==> src/rtl/fun_fpusqr_lanes_if.sv <==
`default_nettype none
// +----------------------------------------------------------------------------+
// | fun_fpusqr_lanes_if : issue/result bundle of the multi-lane FP square root |
// | rev 1.0                                                                    |
// +----------------------------------------------------------------------------+
interface fun_fpusqr_lanes_if #(
  parameter int LANES = 2,
  parameter int DW    = 64
);
  logic [LANES-1:0]    u_en;
  logic [12:0]         u_op;
  logic [8:0]          u_regNo;
  logic [9:0]          u_II;
  logic [LANES*DW-1:0] u_A;
  logic                fxFRT_pause;
  logic [LANES-1:0]    outEn;
  logic [9:0]          outII;
  logic [12:0]         outOp;
  logic [8:0]          FUreg;
  logic [LANES*DW-1:0] outData;
  logic [10:0]         outRaise;
  logic [3:0]          fxFRT_alten;

  modport master (
    output u_en, u_op, u_regNo, u_II, u_A,
    input  fxFRT_pause, outEn, outII, outOp, FUreg, outData, outRaise, fxFRT_alten
  );

  modport slave (
    input  u_en, u_op, u_regNo, u_II, u_A,
    output fxFRT_pause, outEn, outII, outOp, FUreg, outData, outRaise, fxFRT_alten
  );
endinterface
`default_nettype wire

==> src/rtl/fun_fpusqr_lanes.sv <==
`default_nettype none
// +----------------------------------------------------------------------------+
// | fun_fpusqr_lanes : lockstep multi-lane IEEE square root, restoring, RNE    |
// | optional macro FPUSQR_TRAP_EN gates outEn on unmasked flags.  rev 1.0      |
// +----------------------------------------------------------------------------+
module fun_fpusqr_lanes #(
  parameter int         LANES  = 2,
  parameter int         EXP_W  = 11,
  parameter int         FRAC_W = 52,
  parameter logic [1:0] INDEX  = 2'd2
) (
  input  logic              clk,
  input  logic              rst,
  input  logic              except,
  input  logic [31:0]       fpcsr,
  fun_fpusqr_lanes_if.slave bus
);
  localparam int DW    = 1 + EXP_W + FRAC_W;
  localparam int BIAS  = (1 << (EXP_W - 1)) - 1;
  localparam int QW    = FRAC_W + 2;
  localparam int RW    = FRAC_W + 4;
  localparam int XW    = 2 * QW;
  localparam int CNT_W = $clog2(FRAC_W + 2) + 1;
  localparam logic [CNT_W-1:0] LAST_ITER = CNT_W'(FRAC_W + 1);
  localparam logic [DW-1:0]    QNAN = {1'b0, {EXP_W{1'b1}}, 1'b1, {(FRAC_W-1){1'b0}}};

  typedef enum logic [2:0] {
    IDLE  = 3'd0,
    NORM  = 3'd1,
    ITER  = 3'd2,
    ROUND = 3'd3,
    DONE  = 3'd4
  } state_t;

  state_t           state, state_nx;
  logic [CNT_W-1:0] cnt;
  logic [LANES-1:0] mask;
  logic [12:0]      op;
  logic [8:0]       regno;
  logic [9:0]       ii;
  logic [LANES-1:0] lane_inv, lane_inx;
  logic             accept, done, flag_inv, flag_inx, trap;

  assign accept = (state == IDLE) && (|bus.u_en) && !except;
  assign done   = (state == DONE) && !except;

  always_ff @(posedge clk or negedge rst) begin
    if (!rst) begin
      state <= IDLE;
      cnt   <= '0;
    end else begin
      state <= state_nx;
      cnt   <= (state == ITER) ? cnt + CNT_W'(1) : '0;
    end
  end

  always_comb begin
    state_nx = state;
    case (state)
      IDLE:    if (accept) state_nx = NORM;
      NORM:    state_nx = except ? IDLE : ITER;
      ITER:    state_nx = except ? IDLE : ((cnt == LAST_ITER) ? ROUND : ITER);
      ROUND:   state_nx = except ? IDLE : DONE;
      DONE:    state_nx = IDLE;
      default: state_nx = IDLE;
    endcase
  end

  always_ff @(posedge clk or negedge rst) begin
    if (!rst) begin
      mask  <= '0;
      op    <= '0;
      regno <= '0;
      ii    <= '0;
    end else if (accept) begin
      mask  <= bus.u_en;
      op    <= bus.u_op;
      regno <= bus.u_regNo;
      ii    <= bus.u_II;
    end
  end

  for (genvar k = 0; k < LANES; k++) begin : g_lane
    logic [DW-1:0]           a, sval, res, n_sval;
    logic                    sgn, odd, n_spec, n_inv;
    logic [EXP_W-1:0]        e, n_rexp, rexp;
    logic [FRAC_W-1:0]       f;
    logic signed [EXP_W+1:0] e_unb, e_adj;
    logic [XW-1:0]           n_x, xs;
    logic [RW-1:0]           rem, rem_sh, trial;
    logic [QW-1:0]           root;
    logic                    spec, sinv, rinv, rinx, ge, guard, sticky, up;

    always_comb begin
      {sgn, e, f} = a;
      // Unbiased exponent made even; an odd one moves a factor of two into the radicand.
      e_unb  = $signed({2'b00, e}) - $signed((EXP_W+2)'(BIAS));
      odd    = e_unb[0];
      e_adj  = e_unb - $signed({{(EXP_W+1){1'b0}}, odd});
      n_rexp = EXP_W'((e_adj >>> 1) + $signed((EXP_W+2)'(BIAS)));
      n_x    = odd ? {1'b1, f, 1'b0, {QW{1'b0}}} : {2'b01, f, {QW{1'b0}}};

      n_spec = 1'b1;
      n_inv  = 1'b0;
      n_sval = '0;
      if (e == '0)
        n_sval = {sgn, {(DW-1){1'b0}}};
      else if (e == '1 && f != '0)
        n_sval = {sgn, {EXP_W{1'b1}}, 1'b1, f[FRAC_W-2:0]};
      else if (sgn) begin
        n_sval = QNAN;
        n_inv  = 1'b1;
      end else if (e == '1)
        n_sval = a;
      else
        n_spec = 1'b0;

      rem_sh = {rem[RW-3:0], xs[XW-1 -: 2]};
      trial  = {root, 2'b01};
      ge     = (rem_sh >= trial);
      guard  = root[0];
      sticky = |rem;
      up     = guard & (sticky | root[1]);
    end

    always_ff @(posedge clk or negedge rst) begin
      if (!rst) begin
        a    <= '0;
        sval <= '0;
        res  <= '0;
        rexp <= '0;
        xs   <= '0;
        rem  <= '0;
        root <= '0;
        spec <= 1'b0;
        sinv <= 1'b0;
        rinv <= 1'b0;
        rinx <= 1'b0;
      end else begin
        if (accept) a <= bus.u_A[k*DW +: DW];
        case (state)
          NORM: begin
            spec <= n_spec;
            sval <= n_sval;
            sinv <= n_inv;
            rexp <= n_rexp;
            xs   <= n_x;
            rem  <= '0;
            root <= '0;
          end
          ITER: begin
            xs <= xs << 2;
            if (ge) begin
              rem  <= rem_sh - trial;
              root <= {root[QW-2:0], 1'b1};
            end else begin
              rem  <= rem_sh;
              root <= {root[QW-2:0], 1'b0};
            end
          end
          ROUND: begin
            if (!mask[k]) begin
              res  <= '0;
              rinv <= 1'b0;
              rinx <= 1'b0;
            end else if (spec) begin
              res  <= sval;
              rinv <= sinv;
              rinx <= 1'b0;
            end else begin
              // A carry out of the fraction lands in the exponent field naturally.
              res  <= {1'b0, rexp, root[QW-2:1]} + DW'(up);
              rinv <= 1'b0;
              rinx <= guard | sticky;
            end
          end
          default: ;
        endcase
      end
    end

    assign lane_inv[k]              = rinv;
    assign lane_inx[k]              = rinx;
    assign bus.outData[k*DW +: DW]  = done ? res : '0;
  end

  assign flag_inv = |lane_inv;
  assign flag_inx = |lane_inx;

`ifdef FPUSQR_TRAP_EN
  logic unused_fpcsr;
  assign unused_fpcsr = ^{fpcsr[31:5], fpcsr[3:1]};
  assign trap         = (flag_inv & ~fpcsr[0]) | (flag_inx & ~fpcsr[4]);
`else
  logic unused_fpcsr;
  assign unused_fpcsr = ^fpcsr;
  assign trap         = 1'b0;
`endif

  assign bus.fxFRT_pause = (state != IDLE);
  assign bus.outEn       = (done && !trap) ? mask : '0;
  assign bus.outII       = ii;
  assign bus.outOp       = op;
  assign bus.FUreg       = regno;
  assign bus.outRaise    = done ? {6'b0, flag_inx, 3'b0, flag_inv} : 11'b0;
  assign bus.fxFRT_alten = done ? (4'b0001 << INDEX) : 4'b0000;
endmodule
`default_nettype wire
==> src/flat_wrapper.sv <==
// flat-port wrapper written by rule: the top's interface ports become plain ports
module fun_fpusqr_lanes_flat 
#(
  parameter int         LANES  = 2,
  parameter int         EXP_W  = 11,
  parameter int         FRAC_W = 52,
  parameter logic [1:0] INDEX  = 2'd2
)
  (clk, rst, except, fpcsr, bus_u_en, bus_u_op, bus_u_regNo, bus_u_II, bus_u_A, bus_fxFRT_pause, bus_outEn, bus_outII, bus_outOp, bus_FUreg, bus_outData, bus_outRaise, bus_fxFRT_alten);
  fun_fpusqr_lanes_if #(.LANES(LANES)) bus_i ();
  input  logic clk;
  input  logic rst;
  input  logic except;
  input  logic [31:0] fpcsr;
  input wire logic [$bits(bus_i.u_en)-1:0] bus_u_en;
  input wire logic [$bits(bus_i.u_op)-1:0] bus_u_op;
  input wire logic [$bits(bus_i.u_regNo)-1:0] bus_u_regNo;
  input wire logic [$bits(bus_i.u_II)-1:0] bus_u_II;
  input wire logic [$bits(bus_i.u_A)-1:0] bus_u_A;
  output wire logic [$bits(bus_i.fxFRT_pause)-1:0] bus_fxFRT_pause;
  output wire logic [$bits(bus_i.outEn)-1:0] bus_outEn;
  output wire logic [$bits(bus_i.outII)-1:0] bus_outII;
  output wire logic [$bits(bus_i.outOp)-1:0] bus_outOp;
  output wire logic [$bits(bus_i.FUreg)-1:0] bus_FUreg;
  output wire logic [$bits(bus_i.outData)-1:0] bus_outData;
  output wire logic [$bits(bus_i.outRaise)-1:0] bus_outRaise;
  output wire logic [$bits(bus_i.fxFRT_alten)-1:0] bus_fxFRT_alten;
  assign bus_i.u_en = bus_u_en;
  assign bus_i.u_op = bus_u_op;
  assign bus_i.u_regNo = bus_u_regNo;
  assign bus_i.u_II = bus_u_II;
  assign bus_i.u_A = bus_u_A;
  assign bus_fxFRT_pause = bus_i.fxFRT_pause;
  assign bus_outEn = bus_i.outEn;
  assign bus_outII = bus_i.outII;
  assign bus_outOp = bus_i.outOp;
  assign bus_FUreg = bus_i.FUreg;
  assign bus_outData = bus_i.outData;
  assign bus_outRaise = bus_i.outRaise;
  assign bus_fxFRT_alten = bus_i.fxFRT_alten;
  fun_fpusqr_lanes #(.LANES(LANES), .EXP_W(EXP_W), .FRAC_W(FRAC_W), .INDEX(INDEX)) u_core (.clk(clk), .rst(rst), .except(except), .fpcsr(fpcsr), .bus(bus_i));
endmodule
==> config.mk <==
export PLATFORM = sky130hd
export DESIGN_NAME = fun_fpusqr_lanes_flat
export DESIGN_NICKNAME = d
export VERILOG_FILES = /design/src/rtl/fun_fpusqr_lanes_if.sv /design/src/rtl/fun_fpusqr_lanes.sv /design/src/flat_wrapper.sv
export SDC_FILE = /design/constraint.sdc
export NUM_CORES = 2
export LEC_CHECK = 0
export ABC_CLOCK_PERIOD_IN_PS = 5100
export CAP_MARGIN = 10
export CORE_ASPECT_RATIO = 0.7
export CORE_MARGIN = 1.5
export CORE_UTILIZATION = 35
export DETAILED_ROUTE_END_ITERATION = 7
export GPL_TIMING_DRIVEN = 1
export RECOVER_POWER = 50
export SYNTH_ARGS = -nofsm -noshare
export SYNTH_HDL_FRONTEND = slang
export SYNTH_SLANG_ARGS = --single-unit
==> constraint.sdc <==
create_clock -name clk -period 5.1 [get_ports clk]
set_input_delay 1.02 -clock clk [delete_from_list [all_inputs] [get_ports clk]]
set_output_delay 1.02 -clock clk [all_outputs]
set_load 0.01 [all_outputs]
## After elaboration in Yosys (flattened, before gate mapping)

Cells that the tools add are included.

| word-level totals | value |
|---|---|
| bits in registers | 894 |
| latch bits | 0 |
| RAM bits | 0 |
| bits in read-only memories | 0 |
| input port bits | 197 |
| output and inout bits | 178 |
| memories kept | 0 |

| cells by class | value |
|---|---|
| add/subtract/negate cells | 11 |
| $mul | 0 |
| div/mod/pow operators | 0 |
| $lt $le $gt $ge | 2 |
| equality and inequality tests | 8 |
| shift operators | 0 |
| mux-type cells | 58 |
| bitwise gates (word level) | 6 |
| reductions and logical operators | 18 |

Operator list:

| cell | count |
|---|---|
| $mux W64 | 12 |
| $pmux W108 S2 | 2 |
| $pmux W56 S2 | 2 |
| $mux W108 | 2 |
| $pmux W54 S2 | 2 |
| $add A63 B1 Y64 | 2 |
| $mux W63 | 2 |
| $ge A56 B56 Y1 | 2 |
| $mux W56 | 2 |
| $reduce_or A56 Y1 | 2 |
| $sub A56 B56 Y56 | 2 |
| $reduce_bool A52 Y1 | 2 |
| $mux W1 | 25 |
| $sub A11 B10 Y12 const B | 2 |
| $sub A12 B2 Y12 | 2 |
| $add A11 B11 Y11 const B | 2 |
| $eq A11 B11 Y1 const B | 2 |
| $logic_not A11 Y1 | 2 |
| $mux W3 | 4 |
| $pmux W3 S4 | 1 |
| $add A7 B1 Y7 const B | 1 |
| $eq A7 B6 Y1 const B | 1 |
| $mux W7 | 1 |
| $eq A3 B2 Y1 const B | 2 |
| 13 further kinds | 24 |

## Logic depth before layout (Yosys ltp)

| depth | value |
|---|---|
| depth in word-level cells | 6 |
| gate-level depth with buffers | 17 |
| gate-level depth less buffers | 16 |

## Worst setup path before layout

OpenSTA, ideal clock, no wires.

| path | value |
|---|---|
| kind | input-to-output |
| start point | input port except |
| end point | output port bus_outData[56] |
| arrival | 2.356 ns |
| required time | 4.080 ns |
| path slack | 1.724 ns |
| cell stages on the path | 4 |
| path buffers | 2 |
| cells stage by stage | nor4b_1 > clkbuf_1 > clkbuf_1 > and2_1 |

| between the ends | value |
|---|---|
| longest elaborated chain between the ends | 3 |

RTL lines:

| item | RTL line | RTL |
|---|---|---|
| from (decl) | flat_wrapper.sv:13 | `input logic except;` |
| $logic_not A1 Y1 | fun_fpusqr_lanes.sv:45 | `assign done = (state == DONE) && !except;` |
| $logic_and A1 B1 Y1 | fun_fpusqr_lanes.sv:45 |  |
| via u_core.done | fun_fpusqr_lanes.sv:42 | `logic accept, done, flag_inv, flag_inx, trap;` |
| $mux W64 | fun_fpusqr_lanes.sv:184 | `assign bus.outData[k*DW +: DW] = done ? res : '0;` |
| to (decl) | flat_wrapper.sv:25 | `output wire logic [$bits(bus_i.outData)-1:0] bus_outData;` |

The timed path passes the listed nets, and every way through them passes these cells.

## Final worst setup path

| path | value |
|---|---|
| start point | input port except |
| end point | output port bus_outData[112] |

| between the ends | value |
|---|---|
| longest elaborated chain between the ends | 3 |

RTL lines:

| item | RTL line |
|---|---|
| $logic_not A1 Y1 | fun_fpusqr_lanes.sv:45 |
| $logic_and A1 B1 Y1 | fun_fpusqr_lanes.sv:45 |
| $mux W64 | fun_fpusqr_lanes.sv:184 |

Every way passes these cells.

==> flow_summary.toml <==
[finish]
nNetsFinal = 5019
fill_cells = 11970
final_area_um2 = 50670
fin_cells = 6396
syn_to_final_growth_pct = 18.02
drive_above_1_share_pct = 10.28
final_util_pct = 41.64

[synth]
synthesis.area_um2 = 42940
synth_seq_cells = 786
synthCells = 4502
synth-seq-area-share_pct = 45.81
synth_flop_cell = "dfrtp_1"
ys_warn_count = 0
synth_edf_count = 0
async_flop_share_pct = 100.0
synth_cell_types = 88
synth.avg_cell_area_um2 = 9.537

[sta]
final-max-slew-violation-count = 907
rsz0062_at_grt = "no"
fin_ws_ns = 0.7008
fin_tns_setup_ns = 0
setup_violations = 0
finClkSkew_ns = 0.02903
period_needed_ns = 4.399
timing.fmax_ghz = 0.2273
whs_ns = 0.2697
final_hold_viol_count = 0
worst_pin_slew_ns = 3.473
relSlewSlack_pct = -131.6
fin_crit_sh_pct = 86.26

[route]
firstDrtPassIters = 5
ant_nets = 0
vias = 34830
routed_wl_um = 127400
vias_per_cell = 5.445
wire_per_inst_um = 19.91
drc = 0
drtIter0Drc = 2830

[flow_run]
max-cap-violations = 15

[clock_tree]
ctsResizeCount = 0
hold_buffers = 0
clock_sinks = 786
path_clk_slew_ns = 0.06
cts-root-buf = "clkbuf_16"
tritoncts = "yes"
cts_buffers = 85
cts_setup_buffers = 0
htree_levels = 3
clockBufferDepth = 3
clk-insertion-delay-late_ns = 0.69

[pwr]
power.total_mw = 30.54
power_density_nw_per_um2 = 602.7
power.leakage_nw = 21.23
ir_drop_v = 0.0005518

[placed_design]
place_ws_ns = 0.7471
place_area_um2 = 47860
place_inst = 6244
portBuffers = 330
gp_congestion = 0.9174
hpwlAfterDp_um = 89670

[setup_path]
crit_start = "except"
crit_fanout = 54
path_class = "in2out"
cp_data_required_time_ns = 4.08
crit_path_end_kind = "output pin"
crit_arrival_ns = 3.38
start_kind = "input pin"
r2r_start = "u_core.g_lane[0].root[2]"

[floorplanning]
die_w_um = 421.6
die_area_um2 = 124800
die_h_um = 296.0
num_rows = 107
io_pins = 375
start_util_pct = 35.28
coreArea_um2 = 121700

[global_route]
first_global_vias = 33640
grt_pass1_wl_um = 199300
grt_util_all_layers_pct = 19.96
grt_antenna_before_repair = 3
grt-ovfl-total = 0
grt_max_degree = 125

[run_status]
status = "finished, violations left"
violations = "capacitance limit, slew limit"

[hold_path]
hold_class = "in2async"
==> report_power, final <==
part / internal (mW) / switching (mW)
registers: 7.65 / 1.67
clock network: 3.90 / 2.69
logic: 6.17 / 8.46
==> Yosys cell counts (all sizes together) (8+ instances only) <==
| cell type | instances | area (um2) |
|---|---|---|
| nand3 | 99 | 495.5 |
| a31oi | 12 | 75.07 |
| o31ai | 8 | 60.06 |
| nand4 | 61 | 381.6 |
| and3 | 45 | 281.5 |
| dfrtp | 786 | 19670 |
| and2 | 146 | 913.4 |
| o21bai | 18 | 135.1 |
| and4 | 10 | 87.58 |
| nand2 | 518 | 1944 |
| o221a | 100 | 1126 |
| a32oi | 16 | 140.1 |
| nor4 | 79 | 506.7 |
| xnor2 | 182 | 1594 |
| a22o | 125 | 1095 |
| or2 | 13 | 81.33 |
| o21ai | 370 | 1852 |
| a21oi | 343 | 1728 |
| xor2 | 81 | 709.4 |
| a21o | 58 | 435.4 |
| o211ai | 12 | 90.09 |
| inv | 146 | 548.0 |
| o22ai | 110 | 688.2 |
| clkbuf | 249 | 934.7 |
| nor2 | 254 | 963.4 |
| o21a | 23 | 172.7 |
| nor3 | 42 | 225.2 |
| ha | 126 | 1577 |
| nor2b | 13 | 81.33 |
| nor3b | 8 | 60.06 |
| or3 | 20 | 125.1 |
| mux2 | 156 | 1757 |
| mux2i | 120 | 1201 |
| nand2b | 16 | 100.1 |
| a211oi | 11 | 82.58 |
| buf | 49 | 272.8 |
==> worst max-delay path, stage by stage <==
cell and delay [ns]:
dlygate4sd3_1 0.64, nor4b_2 0.42, buf_4 0.49, and2_1 0.21
clkdlybuf4s50_1 0.54
==> cells by family (layout without fill, tap and decap cells) <==
kind of cell	after synthesis	in the layout	synth area share (%)
other cells	1	14	0.008734
mux	276	276	6.889
fa+ha+maj	126	126	3.672
buf+inv	444	690	4.088
compound gates	1262	1262	19.21
simple gates	1344	1344	14.96
flops	786	786	45.81
xor+xnor	263	263	5.365
==> registers in the layout (all words and copies together), names as in the netlist, 3 cells and up <==
name,flops
u_core.g_lane.rem,112
u_core.g_lane.a,128
u_core.g_lane.xs,108
u_core.g_lane.sval,128
u_core.g_lane.root,108
u_core.g_lane.res,128
u_core.bus.outII,10
u_core.bus.FUreg,9
u_core.cnt,7
u_core.bus.outOp,13
u_core.state,3
u_core.g_lane.rexp,22
==> metal layers <==
layer / share of wire, % / track usage [%] / wire length, um
met1: 50 / 30.18 / 63550
met2: 42 / 28.89 / 53600
met3: 5.4 / 3.318 / 6873
met4: 2.6 / 5.935 / 3336
met5: 0.010 / 0 / 13
==> cells in the final DEF (no fill, tap or decap), types with 40 or more instances in the layout <==
| master | n |
|---|---|
| dfrtp_1 | 782 |
| nand2_1 | 517 |
| o21ai_0 | 360 |
| a21oi_1 | 340 |
| clkdlybuf4s50_1 | 328 |
| nor2_1 | 252 |
| xnor2_1 | 182 |
| mux2_2 | 156 |
| inv_1 | 146 |
| and2_1 | 144 |
| ha_1 | 126 |
| a22o_1 | 125 |
| mux2i_1 | 120 |
| o22ai_1 | 110 |
| o221a_2 | 100 |
| nand3_1 | 99 |
| clkbuf_16 | 87 |
| xor2_1 | 81 |
| nor4_1 | 77 |
| nand4_1 | 61 |
| a21o_1 | 57 |
| and3_1 | 45 |
| buf_4 | 40 |
==> layout make-up <==
class,instances,area (um2),share of cell area (%)
Multi-Input combinational cell,3283,21610,42.64
Tap cell,1635,2046,4.037
Antenna cell,2,5.005,0.009877
Inverter,146,548.0,1.081
Clock inverter,28,470.5,0.9284
Clock buffer,122,2479,4.891
Timing Repair Buffer,394,3839,7.575
Sequential cell,786,19680,38.83
==> worst paths after layout <==
kind,end,slack [ns],depth (start not counted)
setup / recovery,bus_outData[112],0.70,5
hold / removal,u_core.g_lane[1].a[12],0.27,1
setup reg to reg,u_core.g_lane[0].rem[49],0.71,13
hold reg to reg,u_core.g_lane[1].sval[59],0.47,1
max in group asynchronous,u_core.g_lane[1].rem[48],1.07,2
min in group clk,u_core.g_lane[1].sval[59],0.47,1
(Power assumes the default switching activity.)
